[config.mk]
export PLATFORM = sky130hd
export DESIGN_NAME = pe_window_feeder
export DESIGN_NICKNAME = d
export VERILOG_FILES = /design/src/rtl/pe_pkg.sv /design/src/rtl/window_shift_reg.sv /design/src/rtl/pe_window_feeder.sv
export SDC_FILE = /design/constraint.sdc
export NUM_CORES = 1
export LEC_CHECK = 0
export ABC_AREA = 1
export BUFFER_PORTS_ARGS = -buffer_cell sky130_fd_sc_hd__buf_4
export CAP_MARGIN = 20
export CORE_ASPECT_RATIO = 0.5
export CORE_UTILIZATION = 50
export CTS_CLUSTER_SIZE = 12
export DETAILED_ROUTE_END_ITERATION = 10
export PLACE_DENSITY = 0.69
export SYNTH_ARGS = -nofsm -noshare
export SYNTH_HDL_FRONTEND = slang
export SYNTH_HIERARCHICAL = 1
export SYNTH_SLANG_ARGS = --single-unit
export TNS_END_PERCENT = 5
[constraint.sdc]
create_clock -name clk -period 2.2 [get_ports clk]
set_input_delay 0.22 -clock clk [delete_from_list [all_inputs] [get_ports clk]]
set_output_delay 0.22 -clock clk [all_outputs]
set_load 0.02 [all_outputs]
[src/rtl/pe_pkg.sv]
// Shared types and helpers for the PE-array window feeder: FSM states,
// kernel half-width, counter sizing and window packing.
package pe_pkg;

    typedef enum logic [1:0] {
        FILL   = 2'd0,
        STREAM = 2'd1,
        TAIL   = 2'd2,
        FLUSH  = 2'd3
    } feeder_state_e;

    // Window packing: pixel c (0 = leftmost) sits at [c*DATA_WIDTH +: DATA_WIDTH].
    localparam int WIN_LEFTMOST_IDX = 0;

    function automatic int half_kernel(input int k);
        return k / 2;
    endfunction

    // Bits needed for a counter spanning 0..n-1 (never less than one bit).
    function automatic int cnt_width(input int n);
        return (n <= 2) ? 1 : $clog2(n);
    endfunction

    function automatic int win_lsb(input int c, input int dw);
        return (c - WIN_LEFTMOST_IDX) * dw;
    endfunction

endpackage

[src/rtl/window_shift_reg.sv]
// DEPTH-entry pixel shift register: new pixel enters at the rightmost slot,
// older pixels move left. load_zero takes priority over shift_en.
module window_shift_reg
    import pe_pkg::*;
#(
    parameter int DEPTH      = 3,
    parameter int DATA_WIDTH = 8
) (
    input  logic                        clk,
    input  logic                        rst,
    input  logic                        load_zero,
    input  logic                        shift_en,
    input  logic [DATA_WIDTH-1:0]       din,
    output logic [DEPTH*DATA_WIDTH-1:0] data_o
);

    logic [DEPTH*DATA_WIDTH-1:0] data_q;
    logic [DEPTH*DATA_WIDTH-1:0] data_d;
    logic [DEPTH*DATA_WIDTH-1:0] shifted;

    for (genvar gi = 0; gi < DEPTH; gi++) begin : g_entry
        if (gi == DEPTH - 1) begin : g_in
            assign shifted[win_lsb(gi, DATA_WIDTH) +: DATA_WIDTH] = din;
        end else begin : g_move
            assign shifted[win_lsb(gi, DATA_WIDTH) +: DATA_WIDTH] =
                data_q[win_lsb(gi + 1, DATA_WIDTH) +: DATA_WIDTH];
        end
    end

    always_comb begin
        data_d = data_q;
        if (load_zero) begin
            data_d = '0;
        end else if (shift_en) begin
            data_d = shifted;
        end
    end

    always_ff @(posedge clk) begin
        if (rst) begin
            data_q <= '0;
        end else begin
            data_q <= data_d;
        end
    end

    assign data_o = data_q;

endmodule

[src/rtl/pe_window_feeder.sv]
// Raster pixel stream -> zero-padded horizontal windows for the PE array,
// with drain windows at frame end. PE_WINDOW_FEEDER_BINARIZE_EN thresholds pixels to 0/1.
module pe_window_feeder
    import pe_pkg::*;
#(
    parameter int KERNEL_SIZE = 3,
    parameter int DATA_WIDTH  = 8,
    parameter int IMG_WIDTH   = 16,
    parameter int IMG_HEIGHT  = 16,
    parameter int THRESHOLD   = 128
) (
    input  logic                              clk,
    input  logic                              rst,
    input  logic                              s_valid,
    output logic                              s_ready,
    input  logic [DATA_WIDTH-1:0]             s_data,
    input  logic                              pe_ready,
    output logic                              pe_en,
    output logic [DATA_WIDTH*KERNEL_SIZE-1:0] pe_data,
    output logic                              row_done,
    output logic                              frame_done
);

    localparam int P     = half_kernel(KERNEL_SIZE);
    localparam int WIN_W = DATA_WIDTH * KERNEL_SIZE;
    localparam int CW    = cnt_width(IMG_WIDTH);
    localparam int RW    = cnt_width(IMG_HEIGHT);
    localparam int SW    = cnt_width(KERNEL_SIZE);

    localparam logic [CW-1:0] COL_FILL_LAST = CW'(P - 1);
    localparam logic [CW-1:0] COL_LAST      = CW'(IMG_WIDTH - 1);
    localparam logic [RW-1:0] ROW_LAST      = RW'(IMG_HEIGHT - 1);
    localparam logic [SW-1:0] TAIL_LAST     = SW'(P - 1);
    localparam logic [SW-1:0] FLUSH_LAST    = SW'(KERNEL_SIZE - 2);

    feeder_state_e   state_q, state_d;
    logic [CW-1:0]   col_q, col_d;
    logic [RW-1:0]   row_q, row_d;
    logic [SW-1:0]   step_q, step_d;
    logic            pe_en_q, pe_en_d;
    logic [WIN_W-1:0] pe_data_q, pe_data_d;
    logic            row_done_q, row_done_d;
    logic            frame_done_q, frame_done_d;

    logic                  accept;
    logic [DATA_WIDTH-1:0] pix_in;
    logic                  shreg_load_zero;
    logic                  shreg_shift;
    logic [DATA_WIDTH-1:0] shreg_din;
    logic [WIN_W-1:0]      shreg_data;

    // Held low during reset so no pixel is taken while the frame is being abandoned.
    assign s_ready = ~rst & pe_ready & ((state_q == FILL) || (state_q == STREAM));
    assign accept  = s_valid & s_ready;

`ifdef PE_WINDOW_FEEDER_BINARIZE_EN
    localparam logic [DATA_WIDTH-1:0] THRESH = DATA_WIDTH'(THRESHOLD);
    assign pix_in = (s_data >= THRESH) ? DATA_WIDTH'(1) : '0;
`else
    assign pix_in = s_data;
`endif

    window_shift_reg #(
        .DEPTH      (KERNEL_SIZE),
        .DATA_WIDTH (DATA_WIDTH)
    ) u_shreg (
        .clk       (clk),
        .rst       (rst),
        .load_zero (shreg_load_zero),
        .shift_en  (shreg_shift),
        .din       (shreg_din),
        .data_o    (shreg_data)
    );

    always_comb begin
        state_d         = state_q;
        col_d           = col_q;
        row_d           = row_q;
        step_d          = step_q;
        pe_en_d         = 1'b0;
        pe_data_d       = '0;
        row_done_d      = 1'b0;
        frame_done_d    = 1'b0;
        shreg_load_zero = 1'b0;
        shreg_shift     = 1'b0;
        shreg_din       = '0;

        case (state_q)
            FILL: begin
                if (accept) begin
                    shreg_shift = 1'b1;
                    shreg_din   = pix_in;
                    col_d       = col_q + 1'b1;
                    if (col_q == COL_FILL_LAST) begin
                        state_d = STREAM;
                    end
                end
            end
            STREAM: begin
                if (accept) begin
                    shreg_shift = 1'b1;
                    shreg_din   = pix_in;
                    pe_en_d     = 1'b1;
                    pe_data_d   = {pix_in, shreg_data[WIN_W-1:DATA_WIDTH]};
                    if (col_q == COL_LAST) begin
                        col_d   = '0;
                        step_d  = '0;
                        state_d = TAIL;
                    end else begin
                        col_d = col_q + 1'b1;
                    end
                end
            end
            TAIL: begin
                if (pe_ready) begin
                    shreg_shift = 1'b1;
                    pe_en_d     = 1'b1;
                    pe_data_d   = {{DATA_WIDTH{1'b0}}, shreg_data[WIN_W-1:DATA_WIDTH]};
                    if (step_q == TAIL_LAST) begin
                        // The emitted window uses the pre-update contents, so zeroing here is safe.
                        row_done_d      = 1'b1;
                        step_d          = '0;
                        shreg_load_zero = 1'b1;
                        if (row_q == ROW_LAST) begin
                            row_d   = '0;
                            state_d = FLUSH;
                        end else begin
                            row_d   = row_q + 1'b1;
                            state_d = FILL;
                        end
                    end else begin
                        step_d = step_q + 1'b1;
                    end
                end
            end
            FLUSH: begin
                if (pe_ready) begin
                    pe_en_d = 1'b1;
                    if (step_q == FLUSH_LAST) begin
                        frame_done_d    = 1'b1;
                        step_d          = '0;
                        shreg_load_zero = 1'b1;
                        state_d         = FILL;
                    end else begin
                        step_d = step_q + 1'b1;
                    end
                end
            end
            default: begin
                state_d = FILL;
            end
        endcase
    end

    always_ff @(posedge clk) begin
        if (rst) begin
            state_q      <= FILL;
            col_q        <= '0;
            row_q        <= '0;
            step_q       <= '0;
            pe_en_q      <= 1'b0;
            pe_data_q    <= '0;
            row_done_q   <= 1'b0;
            frame_done_q <= 1'b0;
        end else begin
            state_q      <= state_d;
            col_q        <= col_d;
            row_q        <= row_d;
            step_q       <= step_d;
            pe_en_q      <= pe_en_d;
            pe_data_q    <= pe_data_d;
            row_done_q   <= row_done_d;
            frame_done_q <= frame_done_d;
        end
    end

    assign pe_en      = pe_en_q;
    assign pe_data    = pe_data_q;
    assign row_done   = row_done_q;
    assign frame_done = frame_done_q;

endmodule

==> Word-level counts from Yosys, hierarchy flattened <==
Cells that the tools add are included.
Widths: inputs -> output; s select.
{ "classes": {"n_addsub": 3, "eq_ne": 14, "n_mux": 36, "n_bitwise": 6, "n_reduce_logical": 15} }
{ "ops": {"columns": ["op", "n"], "rows": [
  ["$pmux 24 s2", 1],
  ["$mux 2", 15],
  ["$mux 24", 1],
  ["$mux 16", 1],
  ["$mux 4", 4],
  ["$mux 8", 2],
  ["$ne 2x2->1 const B", 6],
  ["$reduce_or 2->1", 5],
  ["$add 4x1->4 const B", 2],
  ["$eq 4x4->1 const B", 2],
  ["$pmux 2 s4", 1],
  ["$pmux 4 s2", 1],
  ["$reduce_and 8->1", 1],
  ["$mux 1", 6],
  ["$pmux 1 s2", 3],
  ["$pmux 2 s3", 1],
  ["$reduce_and 3->1", 2],
  ["$reduce_and 5->1", 1],
  ["$eq 2x1->1 const B", 2],
  ["$eq 2x2->1 const B", 2],
  ["$logic_not 2->1", 2],
  ["$logic_not 4->1", 1],
  ["$ne 2x1->1 const B", 2],
  ["$and 1x1->1", 3],
  ["5 further kinds", 7]
]} }
{ "word_totals": {"reg_bits": 63, "in_bits": 12, "out_inout_bits": 28, "elab_cells": 83} }

==> Depth between registers and ports, before layout <==
{ "logic_depth": {"depth_word": 6, "depth_mapped": 11} }

==> Hierarchy <==
Netlist, hierarchy kept.
{ "by_module_without_submodules": {"columns": ["module", "instances", "cells_each", "area_per_inst_um2", "seq_area_each_um2"], "rows": [
  ["pe_window_feeder", 1, 223, 1766.7, 780.7],
  ["window_shift_reg", 1, 152, 997.2, 480.5]
]} }

==> Worst setup path before layout <==
OpenSTA, ideal clock, no wires.
{ "synth_timing": {"path_type": "reg2reg", "startpoint": "reg state_q[1]", "endpoint": "reg u_shreg.data_q[10] (netlist: u_shreg/data_o[10])", "setup_time_ns": 0.113, "t_arrival_ns": 1.639, "slack_ns": 0.449, "stages_incl_launch_ff": 12, "n_path_buf": 3, "cell_sequence": "dfxtp_1 inv_1 ha_1 inv_2 nand2_2 nand3_4 buf_2 a21oi_1 buf_4 buf_6 nor2_1 nor2_1"} }
{ "synth_via": {"elab_chain_cells": 6, "word_cells_on_any_way": 12, "classes_between": "3 x eq/ne; 3 x mux; 2 x bitwise; 4 x reduce/logical"} }
{ "synth_rtl": {"columns": ["item", "line", "text"], "rows": [
  ["start, declared", "pe_window_feeder.sv:36", "feeder_state_e state_q, state_d;"],
  ["start signal, assigned", "pe_window_feeder.sv:166", "state_q <= state_d;"],
  ["$eq 2x1->1 / $logic_not 2->1 (equally long branches)", "pe_window_feeder.sv:53, pe_window_feeder.sv:88", null],
  ["$logic_or 1x1->1", "pe_window_feeder.sv:53", "assign s_ready = ~rst & pe_ready & ((state_q == FILL) || (state_q == STREAM));"],
  ["$and 1x1->1", "pe_window_feeder.sv:53", null],
  ["$and 1x1->1", "pe_window_feeder.sv:54", "assign accept = s_valid & s_ready;"],
  ["$mux 1", "pe_window_feeder.sv:90, pe_window_feeder.sv:100", null],
  ["$pmux 1 s2 *", "pe_window_feeder.sv:88", "case (state_q)"],
  ["via shreg_shift", "pe_window_feeder.sv:48", "logic shreg_shift;"],
  ["end signal, assigned", "window_shift_reg.sv:43", "data_q <= data_d;"],
  ["end, declared", "window_shift_reg.sv:17", "logic [DEPTH*DATA_WIDTH-1:0] data_q;"]
]} }
The timed path passes the listed nets; every way through them passes the cells marked *.
A chain may end at the register's enable or synchronous reset.

==> Worst setup path after layout <==
{ "layout_timing": {"startpoint": "reg state_q[0]", "endpoint": "reg u_shreg.data_q[20] (netlist: u_shreg/data_o[20])"} }
{ "layout_via": {"word_cells_on_any_way": 14, "classes_between": "3 x eq/ne; 5 x mux; 2 x bitwise; 4 x reduce/logical"} }
{ "layout_rtl": {"columns": ["item", "line", "text"], "rows": [
  ["$eq 2x2->1", "pe_window_feeder.sv:88", null],
  ["$pmux 1 s2 *", "pe_window_feeder.sv:88", null],
  ["via shreg_load_zero", "pe_window_feeder.sv:47", "logic shreg_load_zero;"],
  ["$reduce_or 2->1 (no line) *", null, null]
]} }
Marked as above.

==> impl_metrics.json <==
{
  "htree_levels": 2,
  "synth_cells": 327,
  "crit_type": "reg2reg",
  "placed_area_mm2": 0.00278,
  "critPathMaxFanout": 16,
  "drtPass1Iterations": 4,
  "setup_viol": 0,
  "tightest_slew_ns": 0.357,
  "final_cells": 431,
  "p_per_area_mw_per_mm2": 858,
  "cts_tree": "built",
  "grt_pass1_vias": 1761,
  "fin_ws_ns": 0.302,
  "regToRegSetupSlack_ns": 0.30,
  "crit_cells": 9,
  "cpPeakStageDelay_ns": 0.42,
  "root_buffer": "clkbuf_8",
  "dp_slack_ns": 0.323,
  "fin_skew_ns": 0.00754,
  "cp_cell_sequence": "inv_1, ha_1, nand2_1, nor2_2, inv_2, o21ai_0, nor2_4, nand2_1, nor2_1",
  "drc": 0,
  "fp.dieH_um": 51.5,
  "synth_warnings": 6,
  "grt_setup_unrepaired": "false",
  "finalCriticalPeriod_ns": 1.90,
  "cp-start-kind": "register",
  "grt_pass1_wl_mm": 7.55,
  "end_kind": "register",
  "hold_viol_final": 0,
  "cp_common_cell": "nand2_1",
  "min_from": "rst",
  "r2r-start": "state_q[0]$_SDFFE_PP0P_",
  "p_leak_nw": 1.26,
  "fin_nets": 388,
  "slew_headroom_pct": 76.1,
  "core-area_mm2": 0.00455,
  "diodes": 0,
  "ff2ff_path_depth": 9,
  "slew_viol_final": 0,
  "numPortBuffers": 39,
  "cts_buffers": 5,
  "status": "finished clean",
  "pin_count": 40,
  "std_cell_rows": 17,
  "grt-ovfl-total": 0,
  "ant_nets": 0,
  "drive_gt1_share_pct": 20.0,
  "post-route-period-util_pct": 86.3,
  "vdd_ir_drop_max_uv": 426,
  "worst-path-buf-inv": 2,
  "grt_usage_pct": 19.0,
  "crit_required_ns": 2.45,
  "max_freq_mhz": 527,
  "die_width_um": 101,
  "arrival_ns": 2.15,
  "hold_path_end": "row_done$_SDFF_PP0_",
  "clock-sinks": 55,
  "r2r-end": "u_shreg/data_o[20]$_SDFFE_PP0P_",
  "syn_area_mm2": 0.00245,
  "clk_latency_ns": 0.31,
  "hpwl_mm": 3.21,
  "wl_per_cell_um": 10.1,
  "dp.cells": 423,
  "cts_hold_buf": 0,
  "ctsLongestPathBuffers": 2,
  "slowest_stage": "dfxtp_1",
  "drtIter0Drc": 50,
  "area_growth_pct": 17.4,
  "cts-resized-gates": 0,
  "tns_ns": 0,
  "finalInstanceArea_mm2": 0.00288,
  "post_cts_buffers": 0,
  "vias_per_cell": 4.54,
  "avgSynthCellArea_um2": 7.50,
  "start_util_pct": 53.9,
  "crit_family": "simple AND/OR/NAND/NOR gates",
  "routed_wl_mm": 4.35,
  "drv_cap": 0,
  "hold_ws_ns": 0.145,
  "vias": 1957,
  "synth_nets": 351,
  "min_path_type": "in2reg",
  "gp_congestion": 0.763,
  "grt_max_degree": 33,
  "hold_path_depth": 2,
  "clkTransAtPathRegs_ns": 0.10,
  "fp.dieArea_mm2": 0.00521,
  "antenna_found_initial": 0
}
layer usage:
layer | routed length, um | GRT usage, %
met1 | 2120 | 24.2
met2 | 2000 | 32.1
met3 | 196 | 4.44
met4 | 29 | 6.28
met5 | 0 | 0
cells in the final DEF, fill, tap and decap left out:
cell type and count:
nand2_1 82, nor2_1 68, dfxtp_1 55, buf_4 41, inv_1 38, ha_1 12
nor2_4 11, nor3_1 9, a21oi_1 8, nand3_1 7, o21ai_0 6, inv_2 5
clkbuf_8 5, nor2_2 3, buf_12 2, nand2_2 1, nand3_4 1, a21oi_2 1
o21a_1 1, o22ai_1 1, xnor2_1 1, a22o_1 1, o21bai_1 1, a211oi_1 1
or2_0 1, clkinv_4 1, inv_8 1, clkinvlp_4 1
per-stage QoR:
step	total power, mW	util [%]
after global placement	1.90	61.2
after CTS	2.49	63.3
after global routing	2.65	63.3
after floorplan	1.77	-
after detailed placement	1.92	61.2
final	2.47	63.3
how the worst max path moves through the flow:
| stage | end | startpoint |
|---|---|---|
| finish | u_shreg/data_o[20]$_SDFFE_PP0P_ | state_q[0]$_SDFFE_PP0P_ |
| detailed placement | u_shreg/data_o[20]$_SDFFE_PP0P_ | state_q[0]$_SDFFE_PP0P_ |
| floorplan | u_shreg/data_o[12]$_SDFFE_PP0P_ | state_q[1]$_SDFFE_PP0P_ |
| global placement | u_shreg/data_o[23]$_SDFFE_PP0P_ | state_q[0]$_SDFFE_PP0P_ |
| CTS | u_shreg/data_o[20]$_SDFFE_PP0P_ | state_q[0]$_SDFFE_PP0P_ |
| global route | u_shreg/data_o[15]$_SDFFE_PP0P_ | state_q[0]$_SDFFE_PP0P_ |
registers in the layout, summed over array words and instances (netlist names):
name and flops:
col_q 4, frame_done 1, pe_data 24, pe_en 1, row_done 1, row_q 4, state_q 2, step_q 2
u_shreg/data_o 16
layout make-up:
| type | count | area [um2] |
|---|---|---|
| Timing Repair Buffer | 43 | 348 |
| Inverter | 43 | 161 |
| Clock inverter | 3 | 27.5 |
| Fill cell | 422 | 1670 |
| Clock buffer | 5 | 68.8 |
| Multi-Input combinational cell | 216 | 1090 |
| Sequential cell | 55 | 1100 |
| Tap cell | 66 | 82.6 |
power breakdown:
part	internal, mW	switching, mW
registers	1.12	0.0878
clock network	0.234	0.342
logic	0.256	0.434
total	1.61	0.864
(Power assumes the default switching activity.)
